`src/rtl/key_debounce_array.sv`:
```
// Multi-channel key debouncer: two-flop synchroniser plus one press/hold/release FSM per key,
// with long-press detection and gated auto-repeat. Every output comes straight from a flop.

module key_debounce_chan #(
  parameter int unsigned CW           = 8,
  parameter int unsigned DEBOUNCE_CYC = 4,
  parameter int unsigned LONG_CYC     = 20,
  parameter int unsigned REPEAT_CYC   = 8
) (
  input  logic clk,
  input  logic rst_n,
  input  logic pressed_i,
  input  logic repeat_en_i,
  output logic level_o,
  output logic press_o,
  output logic release_o,
  output logic long_o,
  output logic repeat_o
);

  typedef enum logic [1:0] {
    ST_IDLE       = 2'd0,
    ST_PRESS_DB   = 2'd1,
    ST_HOLD       = 2'd2,
    ST_RELEASE_DB = 2'd3
  } state_e;

  localparam logic [CW-1:0] CNT_ZERO = {CW{1'b0}};
  localparam logic [CW-1:0] CNT_ONE  = CW'(1);
  localparam logic [CW-1:0] DB_LAST  = CW'(DEBOUNCE_CYC - 1);
  localparam logic [CW-1:0] LG_LAST  = CW'(LONG_CYC - 1);
  localparam logic [CW-1:0] RP_LAST  = CW'(REPEAT_CYC - 1);

  state_e        state_q, state_d;
  logic [CW-1:0] dcnt_q, dcnt_d;
  logic [CW-1:0] hcnt_q, hcnt_d;
  logic [CW-1:0] rcnt_q, rcnt_d;
  logic          long_done_q, long_done_d;
  logic          level_q, level_d;
  logic          press_q, press_d;
  logic          release_q, release_d;
  logic          long_q, long_d;
  logic          repeat_q, repeat_d;

  // State, counters and output pulse registers
  always_ff @(posedge clk or negedge rst_n) begin
    if (!rst_n) begin
      state_q     <= ST_IDLE;
      dcnt_q      <= CNT_ZERO;
      hcnt_q      <= CNT_ZERO;
      rcnt_q      <= CNT_ZERO;
      long_done_q <= 1'b0;
      level_q     <= 1'b0;
      press_q     <= 1'b0;
      release_q   <= 1'b0;
      long_q      <= 1'b0;
      repeat_q    <= 1'b0;
    end else begin
      state_q     <= state_d;
      dcnt_q      <= dcnt_d;
      hcnt_q      <= hcnt_d;
      rcnt_q      <= rcnt_d;
      long_done_q <= long_done_d;
      level_q     <= level_d;
      press_q     <= press_d;
      release_q   <= release_d;
      long_q      <= long_d;
      repeat_q    <= repeat_d;
    end
  end

  // Next-state, counter and pulse logic
  always_comb begin
    state_d     = state_q;
    dcnt_d      = dcnt_q;
    hcnt_d      = hcnt_q;
    rcnt_d      = rcnt_q;
    long_done_d = long_done_q;
    level_d     = level_q;
    press_d     = 1'b0;
    release_d   = 1'b0;
    long_d      = 1'b0;
    repeat_d    = 1'b0;
    case (state_q)
      ST_IDLE: begin
        if (pressed_i) begin
          state_d = ST_PRESS_DB;
          dcnt_d  = CNT_ZERO;
        end else begin
          state_d = ST_IDLE;
        end
      end
      ST_PRESS_DB: begin
        if (!pressed_i) begin
          state_d = ST_IDLE;
          dcnt_d  = CNT_ZERO;
        end else if (dcnt_q == DB_LAST) begin
          state_d = ST_HOLD;
          dcnt_d  = CNT_ZERO;
          level_d = 1'b1;
          press_d = 1'b1;
        end else begin
          dcnt_d = dcnt_q + CNT_ONE;
        end
      end
      ST_HOLD: begin
        // Hold timing runs on every HOLD cycle, including the one that starts a release bounce
        if (!long_done_q) begin
          if (hcnt_q == LG_LAST) begin
            long_d      = 1'b1;
            long_done_d = 1'b1;
          end else begin
            hcnt_d = hcnt_q + CNT_ONE;
          end
        end else if (repeat_en_i) begin
          if (rcnt_q == RP_LAST) begin
            rcnt_d   = CNT_ZERO;
            repeat_d = 1'b1;
          end else begin
            rcnt_d = rcnt_q + CNT_ONE;
          end
        end else begin
          rcnt_d = CNT_ZERO;
        end
        if (!pressed_i) begin
          state_d = ST_RELEASE_DB;
          dcnt_d  = CNT_ZERO;
        end else begin
          state_d = ST_HOLD;
        end
      end
      ST_RELEASE_DB: begin
        if (pressed_i) begin
          state_d = ST_HOLD;
          dcnt_d  = CNT_ZERO;
        end else if (dcnt_q == DB_LAST) begin
          state_d     = ST_IDLE;
          dcnt_d      = CNT_ZERO;
          hcnt_d      = CNT_ZERO;
          rcnt_d      = CNT_ZERO;
          long_done_d = 1'b0;
          level_d     = 1'b0;
          release_d   = 1'b1;
        end else begin
          dcnt_d = dcnt_q + CNT_ONE;
        end
      end
      default: begin
        state_d     = ST_IDLE;
        dcnt_d      = CNT_ZERO;
        hcnt_d      = CNT_ZERO;
        rcnt_d      = CNT_ZERO;
        long_done_d = 1'b0;
        level_d     = 1'b0;
      end
    endcase
  end

  assign level_o   = level_q;
  assign press_o   = press_q;
  assign release_o = release_q;
  assign long_o    = long_q;
  assign repeat_o  = repeat_q;

endmodule

module key_debounce_array #(
  parameter int unsigned WIDTH        = 5,
  parameter int unsigned DEBOUNCE_CYC = 1_000_000,
  parameter int unsigned LONG_CYC     = 50_000_000,
  parameter int unsigned REPEAT_CYC   = 10_000_000,
  parameter int unsigned ACTIVE_LOW   = 1
) (
  input  logic             clk,
  input  logic             rst_n,
  input  logic [WIDTH-1:0] key_in,
  input  logic             repeat_en,
  output logic [WIDTH-1:0] key_level,
  output logic [WIDTH-1:0] key_press,
  output logic [WIDTH-1:0] key_release,
  output logic [WIDTH-1:0] key_long,
  output logic [WIDTH-1:0] key_repeat
);

  localparam int unsigned MAX_DL  = (DEBOUNCE_CYC > LONG_CYC) ? DEBOUNCE_CYC : LONG_CYC;
  localparam int unsigned MAX_CYC = (MAX_DL > REPEAT_CYC) ? MAX_DL : REPEAT_CYC;
  localparam int unsigned CW      = $clog2(MAX_CYC) + 1;
  localparam logic        AL_BIT  = (ACTIVE_LOW != 0) ? 1'b1 : 1'b0;
  localparam logic [WIDTH-1:0] RELEASED = {WIDTH{AL_BIT}};

  logic [WIDTH-1:0] sync1_q;
  logic [WIDTH-1:0] sync2_q;
  logic [WIDTH-1:0] pressed_s;

  // Two-flop synchroniser; resets to the released level so reset never fakes a press
  always_ff @(posedge clk or negedge rst_n) begin
    if (!rst_n) begin
      sync1_q <= RELEASED;
      sync2_q <= RELEASED;
    end else begin
      sync1_q <= key_in;
      sync2_q <= sync1_q;
    end
  end

  assign pressed_s = sync2_q ^ RELEASED;

  for (genvar g = 0; g < int'(WIDTH); g++) begin : g_chan
    key_debounce_chan #(
      .CW           (CW),
      .DEBOUNCE_CYC (DEBOUNCE_CYC),
      .LONG_CYC     (LONG_CYC),
      .REPEAT_CYC   (REPEAT_CYC)
    ) u_chan (
      .clk         (clk),
      .rst_n       (rst_n),
      .pressed_i   (pressed_s[g]),
      .repeat_en_i (repeat_en),
      .level_o     (key_level[g]),
      .press_o     (key_press[g]),
      .release_o   (key_release[g]),
      .long_o      (key_long[g]),
      .repeat_o    (key_repeat[g])
    );
  end

endmodule

```
`config.mk`:
```
export PLATFORM = sky130hd
export DESIGN_NAME = key_debounce_array
export DESIGN_NICKNAME = d
export VERILOG_FILES = /design/src/rtl/key_debounce_array.sv
export SDC_FILE = /design/constraint.sdc
export NUM_CORES = 1
export LEC_CHECK = 0
export ABC_AREA = 1
export BUFFER_PORTS_ARGS = -buffer_cell sky130_fd_sc_hd__buf_2
export CAP_MARGIN = 20
export CORE_ASPECT_RATIO = 1.1
export CORE_UTILIZATION = 30
export DETAILED_ROUTE_END_ITERATION = 6
export GPL_TIMING_DRIVEN = 1
export REMOVE_ABC_BUFFERS = 1
export SETUP_SLACK_MARGIN = 0.05
export SYNTH_ARGS = -nofsm -noshare
export SYNTH_HDL_FRONTEND = slang
export SYNTH_SLANG_ARGS = --single-unit
```
`constraint.sdc`:
```
create_clock -name clk -period 1.85 [get_ports clk]
set_clock_uncertainty 0.15 [all_clocks]
set_input_delay 0.555 -clock clk [delete_from_list [all_inputs] [get_ports clk]]
set_output_delay 0.555 -clock clk [all_outputs]
set_load 0.005 [all_outputs]
```
==> results.md <==
- Worst-Skew Late Latency: between 600 and 700 ps
- Max Fanout on Critical Path: 5
- Max Fclk: between 400 and 500 MHz
- Final setup viols: roughly 250
- DRT Pass-1 Iters: 7
- Num CTS Buffers: 53
- Area Overhead vs Synth: 36.76%
- YS warnings: 0
- Final period util: 108.4%
- First-pass GRT wire length: 153100 microns
- RSZ-0062 raised after global routing: yes
- Commonest cells after routing, fill and taps aside: 1310 x nand2_1, 759 x nor2_1, 523 x buf_4
- IO Count: 33
- Most common cell after layout, fill and taps aside: nand2_1
- Worst Tran Pin Value: a little under 500 ps
- Leak Pwr: 20.97 nW
- Top cells by area, synth: dfrtp_1 36%, nand2_1 19%, nor2_1 9.8%, nand3_1 6.9%, inv_1 5.8%
- Gp weighted congestion: about 0.94
- Number of flops mapped to enable cells by yosys: 0
- Final hold violation count: 0
- Vias in the first global route: 31200
- Minimum clock period: 2005 ps
- Gate Count Post-Synth: 4729
- Total number of vias: between 30000 and 40000
- Area leader, netlist: dfrtp_1
- Synth Area in Simple Gates: ~45%
- CTS sink cnt: between 400 and 500
- Critical path capture point type: flop
- P per Cell Area: approximately 530 nW/um^2
- Residual DRC: 4
- Post-route ant nets: 0
- Compound-Gate Fraction of Synth Area: approximately 5.4%
- Starting Density: a little under a third
- Largest regs: g_chan.u_chan.dcnt_q: 135 flops, g_chan.u_chan.hcnt_q: 135 flops, g_chan.u_chan.rcnt_q: 135 flops
- Total GRT Usage: between 10% and 20%
- Worst-path cell chain: ha_2 -> inv_2 -> nor2_4 -> nand3_2 -> nor2_4 -> nand2_2 -> o21bai_4 -> nand2_4 -> buf_12 -> nand2_2 -> o21ai_1
- Routed length per instance: between 10 and 15 microns
- Fraction of registers with async set/reset: 100.0%
- Final Max Slew Viols: 0
- Hpwl dp: about 66000 microns
- Die ar.: around 100000 sq um
- CTS tree: yes
- Worst slack, placed: -313.8 ps
- IO Port Bufs: 32
- Die X: 307.9 microns
- WS Path Type: reg -> reg
- Die Y: between 300 and 400 microns
- Nets: 5369
- CTS max path bufs: 3
- Post-synth top flop: dfrtp_1
- Seq/Total Area, Yosys: 36.92%
- Layout cell share with drive strength beyond 1: between 20% and 30%
- Pwr Total: 0.02222 W
- Largest net degree at the start of global routing: 69
- Worst Setup Start Kind: flop
- Vias per std cell: around 4.8
- Syn Area/Cell: roughly 6.5 sq um
- Crit path required time: 2220 ps
- FP Rows: 123
- WP data arrival: between 2000 and 2500 ps
- Flops & latches, synth: about 460
- Post-Synth Adder-Cell Area: 0.6080%
- Mux cell area share after synthesis: 0%
- Initial antenna violation count: 1
- H-tree levels: 2
- CP max stage delay: 360 ps
- Clock transition at the registers of the reported paths: 60 ps
- Slowest cell on crit path: dfrtp_1
- Failing checks: design-rule violations, negative setup slack
- Max_cap viols: 0
- Yosys top cell area share: between 30% and 40%
- Rel. slew slack: about two thirds
- Final Worst Setup Slack: -155.3 ps
- Peak supply drop: roughly 0.71 mV
- Hold Path Class: in -> async
- Synth unique cells: roughly 50
- Main combinational cell family by area after synthesis: simple AND/OR/NAND/NOR gates
- GRT overflow: 0
- Core area: between 100000 and 150000 sq um
- CTS root buffer: clkbuf_16
- Status: finished with violations
- Drt first-iter violations: 2147
- Synth Cell Area: around 31000 sq um
- Final WL: 94860 microns
- XOR/XNOR share of the synthesized area: approximately 3.7%
[per-stage QoR]
stage	hold slack, ps	TNS, ps	util, %	cells	cell area [sq um]
detailed placement	205.6	-13370	35.49	6531	36270
CTS	189.5	-6975	39.11	6706	39970
global placement	208.5	-6573	35.49	6531	36270
finish	207.6	-15150	41.32	6767	42220
global route	211.7	-52720	41.31	6766	42220
floorplan	109.4	-82620	-	4599	30010
[synthesized netlist by cell type, types with 4 or more instances]
cell	instances
nand2_1	1556
nor2_1	805
inv_1	475
dfrtp_1	445
nand3_1	423
nand4_1	159
nor3_1	133
o21ai_0	119
xor2_1	110
o21ai_1	51
clkbuf_1	48
a21oi_1	43
buf_4	32
o22ai_1	28
buf_6	23
buf_2	22
inv_2	22
nand2_2	19
nor4_1	19
xnor2_1	19
o21ai_2	17
nor2_4	16
ha_1	15
o21bai_1	14
nor2_2	13
nor3b_1	12
nand3b_1	11
dfstp_2	10
nand2_4	9
nand3_2	9
nor3_2	5
o211ai_1	5
or2_2	5
a31oi_1	4
[metal layers]
layer	GRT usage [%]	vias to the layer above	wire length, microns
li1	-	16360	-
met4	5.400	0	2471
met1	22.70	15160	42620
met3	2.035	169	3757
met5	0	-	0
met2	29.99	657	46020
[power by group]
| part | total, W | leakage [nW] | internal [W] | switching, W |
|---|---|---|---|---|
| combinational | 0.000997 | 14.4 | 0.000382 | 0.000615 |
| clock | 0.0112 | 0.890 | 0.00658 | 0.00458 |
| sequential | 0.0101 | 5.64 | 0.0100 | 0.0000508 |
[path summary, 6_finish.rpt]
kind,start,endpoint,slack [ps],cells after the start
worst max-delay path,g_chan[0].u_chan.dcnt_q[1],g_chan[0].u_chan.hcnt_q[18],-160,11
worst min-delay path,rst_n,g_chan[0].u_chan.hcnt_q[16],210,2
worst max register to register,g_chan[0].u_chan.dcnt_q[1],g_chan[0].u_chan.hcnt_q[18],-160,11
worst min register to register,sync1_q[4],sync2_q[4],210,0
max in group asynchronous,rst_n,sync1_q[2],600,4
min in group clk,sync1_q[4],sync2_q[4],210,0
[logic make-up (layout without fill, tap and decap cells)]
| kind of cell | Yosys count | count (layout) |
|---|---|---|
| compound gates | 292 | 292 |
| flops | 455 | 455 |
| other cells | 0 | 1 |
| simple gates | 3208 | 3215 |
| buf+inv | 630 | 1285 |
| xor+xnor | 129 | 129 |
| fa+ha+maj | 15 | 15 |
[timing repair]
| action | CTS | global route |
|---|---|---|
| cloned | 22 | 21 |
| endpoints found under the setup margin | 368 | 448 |
| hold endpoints to repair | 196 | 0 |
| gates resized for setup | 284 | 475 |
| setup buffers | 49 | 53 |
| pin swaps | 60 | 140 |
| hold buffers | 6 | 0 |
[critical path, delay by kind of cell, from the launching register on]
family | cells | cell delay, ps
simple gates | 6 | 660
flops | 1 | 360
compound gates | 2 | 300
buf+inv | 2 | 220
fa+ha+maj | 1 | 200
[final cells by class]
type | count | area (sq um)
fillers | 10490 | 59970
multi-input cells | 3651 | 18970
flip-flops and latches | 455 | 11410
repair buffers | 682 | 6311
inverters | 500 | 1944
well taps | 1375 | 1720
clock buffers | 75 | 1521
clock inverters | 25 | 300.3
repair inverters | 3 | 38.79
diodes | 1 | 2.502
No activity file was read; power rests on OpenSTA's default activity.
